<file path="config.mk">
export PLATFORM = sky130hd
export DESIGN_NAME = traffic_light_monitor
export DESIGN_NICKNAME = d
export VERILOG_FILES = /design/src/rtl/traffic_pkg.sv /design/src/rtl/traffic_lamp_classify.sv /design/src/rtl/traffic_light_monitor.sv
export SDC_FILE = /design/constraint.sdc
export NUM_CORES = 1
export LEC_CHECK = 0
export CAP_MARGIN = 40
export CELL_PAD_IN_SITES_DETAIL_PLACEMENT = 1
export CELL_PAD_IN_SITES_GLOBAL_PLACEMENT = 1
export CORE_MARGIN = 1.5
export CORE_UTILIZATION = 39
export CTS_CLUSTER_DIAMETER = 50
export DETAILED_ROUTE_END_ITERATION = 8
export PLACE_DENSITY_LB_ADDON = 0.1
export SYNTH_ARGS = -nofsm -noshare
export SYNTH_HDL_FRONTEND = slang
export SYNTH_SLANG_ARGS = --single-unit
</file>
<file path="constraint.sdc">
create_clock -name clk -period 3.7 [get_ports clk]
set_input_delay 0.37 -clock clk [delete_from_list [all_inputs] [get_ports clk]]
set_output_delay 0.37 -clock clk [all_outputs]
set_load 0.01 [all_outputs]
</file>
<file path="src/rtl/traffic_pkg.sv">
// Shared phase/error encodings and phase helpers for the
// pedestrian-crossing lamp monitor.
package traffic_pkg;

  typedef enum logic [2:0] {
    CAR_GO    = 3'b000,
    CAR_STOP  = 3'b001,
    PED_READY = 3'b010,
    PED_GO    = 3'b011,
    PED_STOP  = 3'b110,
    CAR_READY = 3'b101
  } phase_e;

  localparam logic [2:0] PH_CAR_GO    = 3'b000;
  localparam logic [2:0] PH_CAR_STOP  = 3'b001;
  localparam logic [2:0] PH_PED_READY = 3'b010;
  localparam logic [2:0] PH_PED_GO    = 3'b011;
  localparam logic [2:0] PH_PED_STOP  = 3'b110;
  localparam logic [2:0] PH_CAR_READY = 3'b101;

  localparam logic [2:0] ERR_NONE     = 3'd0;
  localparam logic [2:0] ERR_ILLEGAL  = 3'd1;
  localparam logic [2:0] ERR_SEQUENCE = 3'd2;
  localparam logic [2:0] ERR_UNREQ    = 3'd3;
  localparam logic [2:0] ERR_DWELL    = 3'd4;
  localparam logic [2:0] ERR_WAIT     = 3'd5;

  // One-hot lamp class; ill set for any non-legal pattern.
  typedef struct packed {
    logic gc;
    logic yc;
    logic yp;
    logic gp;
    logic ill;
  } lamp_cls_t;

  function automatic phase_e next_phase(input phase_e p);
    case (p)
      CAR_GO:    return CAR_STOP;
      CAR_STOP:  return PED_READY;
      PED_READY: return PED_GO;
      PED_GO:    return PED_STOP;
      PED_STOP:  return CAR_READY;
      CAR_READY: return CAR_GO;
      default:   return CAR_GO;
    endcase
  endfunction

  // Lamp class that a phase shows; several phases share one.
  function automatic lamp_cls_t phase_class(input phase_e p);
    lamp_cls_t c;
    c = '0;
    case (p)
      CAR_GO:              c.gc  = 1'b1;
      CAR_STOP, CAR_READY: c.yc  = 1'b1;
      PED_READY, PED_STOP: c.yp  = 1'b1;
      PED_GO:              c.gp  = 1'b1;
      default:             c.ill = 1'b1;
    endcase
    return c;
  endfunction

endpackage

</file>
<file path="src/rtl/traffic_lamp_classify.sv">
// Combinational decode of the six lamp lines into
// a one-hot lamp class.
module traffic_lamp_classify
  import traffic_pkg::*;
(
  input  logic      green_c,
  input  logic      yellow_c,
  input  logic      red_c,
  input  logic      green_p,
  input  logic      yellow_p,
  input  logic      red_p,
  output lamp_cls_t cls
);

  logic [5:0] lamps;

  assign lamps = {green_c, yellow_c, red_c,
                  green_p, yellow_p, red_p};

  // Exact-match decode; anything else is illegal.
  always_comb begin
    cls = '0;
    case (lamps)
      6'b100001: cls.gc  = 1'b1;
      6'b010001: cls.yc  = 1'b1;
      6'b001100: cls.gp  = 1'b1;
      6'b001010: cls.yp  = 1'b1;
      default:   cls.ill = 1'b1;
    endcase
  end

endmodule

</file>
<file path="src/rtl/traffic_light_monitor.sv">
// Lamp-side protocol checker: tracks the crossing
// controller phase, counts crossings, flags errors.
module traffic_light_monitor
  import traffic_pkg::*;
#(
  parameter int CNT_W    = 8,
  parameter int MAX_HOLD = 1,
  parameter int MAX_WAIT = 1
) (
  input  logic             clk,
  input  logic             rst,
  input  logic             button,
  input  logic             green_c,
  input  logic             yellow_c,
  input  logic             red_c,
  input  logic             green_p,
  input  logic             yellow_p,
  input  logic             red_p,
  output logic             locked,
  output logic [2:0]       phase,
  output logic [CNT_W-1:0] crossing_count,
  output logic             err_any,
  output logic [2:0]       err_code
);

  localparam int DW = $clog2(MAX_HOLD + 2);
  localparam int WW = $clog2(MAX_WAIT + 2);

  localparam logic [DW-1:0] HOLD  = DW'(MAX_HOLD);
  localparam logic [DW-1:0] D_SAT = DW'(MAX_HOLD + 1);
  localparam logic [DW-1:0] D_ONE = DW'(1);
  localparam logic [WW-1:0] WLIM  = WW'(MAX_WAIT);
  localparam logic [WW-1:0] W_SAT = WW'(MAX_WAIT + 1);
  localparam logic [CNT_W-1:0] CNT_MAX = '1;

  lamp_cls_t cls;
  lamp_cls_t cur_cls;
  lamp_cls_t succ_cls;
  phase_e    nxt;
  logic      same;
  logic      succ;
  logic      transient;
  logic      in_go;
  logic [5:1] err;
  logic [2:0] first_err;

  logic             locked_q,  locked_d;
  phase_e           phase_q,   phase_d;
  logic [DW-1:0]    dwell_q,   dwell_d;
  logic [WW-1:0]    wait_q,    wait_d;
  logic             latch_q,   latch_d;
  logic             btn_q,     btn_d;
  logic [CNT_W-1:0] cnt_q,     cnt_d;
  logic             err_any_q, err_any_d;
  logic [2:0]       err_q,     err_d;

  traffic_lamp_classify u_classify (
    .green_c  (green_c),
    .yellow_c (yellow_c),
    .red_c    (red_c),
    .green_p  (green_p),
    .yellow_p (yellow_p),
    .red_p    (red_p),
    .cls      (cls)
  );

  // Phase bookkeeping shared by the checks below.
  always_comb begin
    nxt       = next_phase(phase_q);
    cur_cls   = phase_class(phase_q);
    succ_cls  = phase_class(nxt);
    same      = (cls == cur_cls);
    succ      = (cls == succ_cls);
    in_go     = (phase_q == CAR_GO);
    transient = !in_go;
  end

  // Next-state: lock/phase tracking, counters, checks.
  always_comb begin
    locked_d  = locked_q;
    phase_d   = phase_q;
    dwell_d   = dwell_q;
    wait_d    = wait_q;
    latch_d   = latch_q;
    btn_d     = button;
    cnt_d     = cnt_q;
    err_any_d = err_any_q;
    err_d     = err_q;
    err       = '0;
    first_err = ERR_NONE;

    if (!locked_q) begin
      if (cls.gc) begin
        locked_d = 1'b1;
        phase_d  = CAR_GO;
        dwell_d  = D_ONE;
        wait_d   = '0;
        latch_d  = 1'b0;
      end
    end else begin
      if (cls.ill)
        err[1] = 1'b1;
      else if (!same && !succ)
        err[2] = 1'b1;

      // A transient phase must hand over to its
      // successor after exactly MAX_HOLD samples.
      if (transient && !succ && dwell_q >= HOLD)
        err[4] = 1'b1;
      if (transient && succ && dwell_q < HOLD)
        err[4] = 1'b1;

      if (in_go && succ && !latch_q && !btn_q)
        err[3] = 1'b1;
      if (in_go && same && latch_q && wait_q >= WLIM)
        err[5] = 1'b1;

      if (same) begin
        if (dwell_q != D_SAT)
          dwell_d = dwell_q + 1'b1;
        if (in_go) begin
          if (latch_q) begin
            if (wait_q != W_SAT)
              wait_d = wait_q + 1'b1;
          end else if (button) begin
            latch_d = 1'b1;
          end
        end
      end else if (succ) begin
        phase_d = nxt;
        dwell_d = D_ONE;
        wait_d  = '0;
        latch_d = 1'b0;
        if (nxt == PED_GO && cnt_q != CNT_MAX)
          cnt_d = cnt_q + 1'b1;
      end

      // Pattern/sequence faults drop sync entirely.
      if (err[1] || err[2]) begin
        locked_d = 1'b0;
        phase_d  = CAR_GO;
        dwell_d  = '0;
        wait_d   = '0;
        latch_d  = 1'b0;
      end
    end

    if (err[1])      first_err = ERR_ILLEGAL;
    else if (err[2]) first_err = ERR_SEQUENCE;
    else if (err[3]) first_err = ERR_UNREQ;
    else if (err[4]) first_err = ERR_DWELL;
    else if (err[5]) first_err = ERR_WAIT;

    if (|err) begin
      err_any_d = 1'b1;
      if (err_q == ERR_NONE)
        err_d = first_err;
    end
  end

  // State registers with synchronous reset.
  always_ff @(posedge clk) begin
    if (rst) begin
      locked_q  <= 1'b0;
      phase_q   <= CAR_GO;
      dwell_q   <= '0;
      wait_q    <= '0;
      latch_q   <= 1'b0;
      btn_q     <= 1'b0;
      cnt_q     <= '0;
      err_any_q <= 1'b0;
      err_q     <= ERR_NONE;
    end else begin
      locked_q  <= locked_d;
      phase_q   <= phase_d;
      dwell_q   <= dwell_d;
      wait_q    <= wait_d;
      latch_q   <= latch_d;
      btn_q     <= btn_d;
      cnt_q     <= cnt_d;
      err_any_q <= err_any_d;
      err_q     <= err_d;
    end
  end

  assign locked         = locked_q;
  assign phase          = phase_q;
  assign crossing_count = cnt_q;
  assign err_any        = err_any_q;
  assign err_code       = err_q;

endmodule

</file>
# == Word level (Yosys, flattened, before mapping) ==
# Index checks and enable logic that the tools add are counted.
# W data, S select, Z words.
# word_totals
in_bits,9
ff_bits,22
out_inout_bits,16
wordCells,138
# op_classes
muxes,60
eq_ne,26
bitwise,1
magnitude_cmp,3
add_sub_neg,3
n_reduce_logical,36
# ops
op,count
$mux W1,34
$mux W3,10
$mux W2,14
$pmux W3 S5,1
$eq A3 B2 Y1 const B,4
$eq A3 B3 Y1 const B,4
$eq A6 B4 Y1 const B,2
$logic_and A1 B1 Y1,12
$ne A4 B2 Y1 const B,3
$reduce_or A6 Y1,2
$eq A5 B5 Y1,2
$logic_not A3 Y1,3
$reduce_and A3 Y1,3
$add A8 B1 Y8 const B,1
$ne A4 B3 Y1 const B,2
$ne A8 B8 Y1 const B,1
$reduce_or A2 Y1,4
$eq A3 B1 Y1 const B,2
$eq A6 B5 Y1 const B,1
$eq A6 B6 Y1 const B,1
$ne A3 B2 Y1 const B,2
$logic_not A1 Y1,5
$mux W5,1
$reduce_and A5 Y1,1
11 further kinds,14

# == Logic depth before layout (Yosys ltp) ==
# Gate-level depths: netlist (run 1).
# depth
ltp_word,17
depth_mapped,11
depth_no_buf,8

# == Modules after synthesis ==
# From an unflattened synthesis (run 1), not the netlist that was laid out.
# hier_totals
cells_unflattened,182
area_unflattened_um2,1541.5
# modules_own_cells
module,area_each_um2,cells_each,instances,seq_area_each_um2
traffic_light_monitor,1460.2,173,1,440.4
traffic_lamp_classify,81.3,9,1,0.0

# == Worst setup path before layout (run 1) ==
# Ideal clock, no wire load.
# synth_path
kind,in2reg
startpoint,in yellow_c
endpoint,"reg cnt_q[4], in the netlist crossing_count[4]"
path_stages,10
arrival_time_ns,2.548
t_required_ns,3.572
slack_ns,1.025
setup_ns,0.128
n_path_buf,2
cell_sequence,buf_6 or4b_4 or3_1 buf_2 xnor2_1 a21oi_1 nand3_1 or3_1 xor2_1 nor2_1
# synth_between
elab_chain_cells,6
elab_cells_between_ends,14
cone_classes,eq/ne: 6; mux: 5; bitwise: 1; reduce/logical: 2
# synth_rtl
element,line_no,text
"start, declared",traffic_light_monitor.sv:14,"input logic yellow_c,"
"$eq A6 B6 Y1, or another cell as far along",traffic_lamp_classify.sv:23,case (lamps)
$reduce_or A4 Y1 (no source line),n/a,
$mux W1,traffic_lamp_classify.sv:23,
$eq A5 B5 Y1,traffic_light_monitor.sv:72,same = (cls == cur_cls);
$not A1 Y1 (no source line),n/a,
$reduce_and A4 Y1 (no source line) *,n/a,
"end signal, assigned",traffic_light_monitor.sv:180,cnt_q <= cnt_d;
"end, declared",traffic_light_monitor.sv:53,"logic [CNT_W-1:0] cnt_q, cnt_d;"
# Mark *: on every way between the ends. The rest lies on a longest branch, timed or not.
# A chain may end at the register's enable or synchronous reset.

# == Final worst setup path (run 1) ==
# Ends and elaborated chain as after synthesis.

==> metrics.md, run 1 <==
| Metric | Value |
|---|---|
| Status | finished, final reports clean |
| Min Tclk post-route | 3.18 ns |
| Fillers | 439 |
| Area Growth Syn to Fin | 19.8% |
| CTS tree | done |
| Post-route DRC violation count | 0 |
| Syn Nets | 202 |
| PostCTS Resize Cnt | 0 |
| Worst reg2reg startpoint | phase[2] |
| Initial antenna violation count | 0 |
| Vias/cell | 5.54 |
| Die height | 64.9 µm |
| CP Max Fanout | 8 |
| Post-synth EDFFs | 0 |
| Endpoints failing hold | 0 |
| Antenna cells | 0 |
| Post-DP HPWL | 2880 µm |
| Final hold slack | 0.466 ns |
| Hold wc startpoint | err_any |
| Startpoint Class | input port |
| Hold-fix buffers, CTS | 0 |
| Htree depth | 1 |
| Hold Path Class | reg2reg |
| Fmax | 0.315 GHz |
| MaxCap Viol Count | 0 |
| Wire per inst | 15.1 µm |
| P per Cell Area | 241 nW/µm² |
| DIE AREA | 4210 µm² |
| Root Driver | clkbuf_8 |
| Remaining antenna violation count after routing | 0 |
| Worst Clk Skew | 0.00680 ns |
| Post-CTS setup buffers | 0 |
| Nets | 222 |
| YS warnings | 0 |
| Slew Limit Fails | 0 |
| Synth Flop Type | dfxtp_1 |
| IO Port Bufs | 24 |
| Register bit count reported by yosys | 22 |
| Clk buf depth | 2 |
| Vias | 1408 |
| Global-route wire length before repair | 6800 µm |
| Core Footprint | 3660 µm² |
| Finished Layout Cells | 254 |
| Max VDD drop | 0.000153 V |
| Final WL | 3850 µm |
| I/O pins | 25 |
| Max-slew headroom | 40.9% |
| Row count | 22 |
| Worst skew pair latency | 0.27 ns |
| Setup TNS | 0 ns |
| Crit path DAT | 3.30 ns |
| Leak pwr | 0.607 nW |
| Initial core utilization | 40.8% |
| PnR worst setup slack | 0.522 ns |
| Netlist Area Pre-Place | 1490 µm² |
| Ys async rst share | 0% |
| Setup crit end kind | flip-flop |
| Critical Path RT | 3.82 ns |
| DR iter-0 viols | 96 |
| Clk sinks | 22 |
| Placed insts | 251 |
| Setup Viol. Count Final | 0 |
| Netlist cell types | 52 |
| Mapped Cells | 188 |
| RSZ-0062 raised after global routing | false |
| Die X | 64.9 µm |
| DRT Pass-1 Iters | 4 |
| Setup CP Type | in2reg |
| Crit share post-route | 85.9% |
| Crit path from | yellow_c |
| Number of buffers created by CTS | 3 |
| Worst Tran Pin Value | 0.884 ns |
| Final RePlAce weighted congestion | 0.855 |
| Average footprint of a synthesized cell | 7.94 µm² |
| GRT overflow | 0 |
| Vias in the first global route | 1427 |
| Total track usage | 20.4% |
| Sequential fraction of the synthesis area | 29.5% |
| Largest net degree at the start of global routing | 25 |
| Setup WS pre-CTS | 0.248 ns |
| Clock slew at reported path FFs | 0.08 ns |
| Layout cells sized above 1 | 5.83% |
-- registers in the layout, summed over array words and instances (netlist names) --
register	count
btn_q	1
crossing_count	8
dwell_q	2
err_any	1
err_code	3
latch_q	1
locked	1
phase	3
wait_q	2
-- worst max-delay path, cell delays in order --
cell and delay (ns):
clkdlybuf4s50_1 0.54, or4b_4 0.58, or3_1 0.41, xnor2_1 0.16, a21oi_1 0.25, nand3_1 0.34, or3_1 0.44, xor2_1 0.14
nor2_1 0.05
-- area by class of cell --
| type | count | area, µm² | share of cell area [%] |
|---|---|---|---|
| Clock buffer | 3 | 41.3 | 2.31 |
| Inverter | 13 | 48.8 | 2.73 |
| Multi-Input combinational cell | 144 | 957 | 53.5 |
| Sequential cell | 22 | 440 | 24.6 |
| Tap cell | 48 | 60.1 | 3.36 |
| Timing Repair Buffer | 24 | 240 | 13.4 |
-- Yosys cell counts (all sizes together) (5+ instances only) --
cell type  count  area, µm²
dfxtp         22        440
nand2         12       45.0
or3            6       37.5
nor3           8       40.0
a21oi          9       56.3
buf            5       31.3
nand3         10       50.1
inv           13       48.8
o21ai         10       50.0
xnor2          8       70.1
nor2          22       85.1
ha             5       62.6
-- cell families (layout without fill, tap and decap cells) --
logic type               count (synthesis)  in the layout  share of synthesized area [%]
AND/OR/NAND/NOR                         83             83                           30.8
AO/OA/AOI/OAI                           42             42                           20.5
flip-flops                              22             22                           29.5
buffers and inverters                   22             40                           6.37
XOR/XNOR                                11             11                           6.45
adder cells (fa/ha/maj)                  5              5                           4.19
multiplexers                             3              3                           2.10
-- routing by layer --
| metal | track usage [%] | part of all wire [%] |
|---|---|---|
| met1 | 27.9 | 50 |
| met4 | 5.59 | 1.1 |
| met2 | 33.5 | 46 |
| met3 | 2.78 | 3.1 |
| met5 | 0 | 0 |
-- final timing paths --
path                            slack [ns]  cells past startpoint                end
worst max-delay path                  0.52                      9  crossing_count[4]
worst min-delay path                  0.47                      2            err_any
worst max register to register        0.99                      7  crossing_count[4]
worst min register to register        0.47                      2            err_any
-- power breakdown --
| group | switching, mW | total (mW) | internal (mW) |
|---|---|---|---|
| Clock | 0.0822 | 0.155 | 0.0729 |
| Combinational | 0.0207 | 0.0373 | 0.0166 |
| Sequential | 0.000738 | 0.238 | 0.238 |
-- cells in the final DEF (no fill, tap or decap), drive strengths merged, types with 3 or more instances in the layout --
cell type	netlist	final
o32ai	3	3
a31oi	3	3
nand2	12	12
o21ai	10	10
nor2b	4	4
nor3	8	8
clkdlybuf4s50	0	24
clkbuf	4	3
or3	6	6
xor2	3	3
a21oi	9	9
a211oi	3	3
o22ai	3	3
xnor2	8	8
nand3	10	10
nor4	3	3
dfxtp	22	22
nand2b	3	3
o21a	3	3
inv	13	13
nor2	22	22
ha	5	5
-- metrics by stage --
| stage | cell area [µm²] | utilization [%] | power (mW) |
|---|---|---|---|
| 6_report | 1790 | 48.8 | 0.431 |
| 5_1_grt | 1790 | 48.8 | 0.445 |
| 4_1_cts | 1790 | 48.8 | 0.433 |
| 3_5_place_dp | 1750 | 47.7 | 0.281 |
| 3_3_place_gp | 1750 | 47.7 | 0.280 |
| 2_1_floorplan | 1490 | - | 0.264 |
(Power assumes the default switching activity.)
==> run 2: changes to the inputs <==
- CTS_CLUSTER_DIAMETER: 50 -> unset
==> results of run 2 <==
Same layout as run 1: the final DEF is identical, and so are final timing and power.
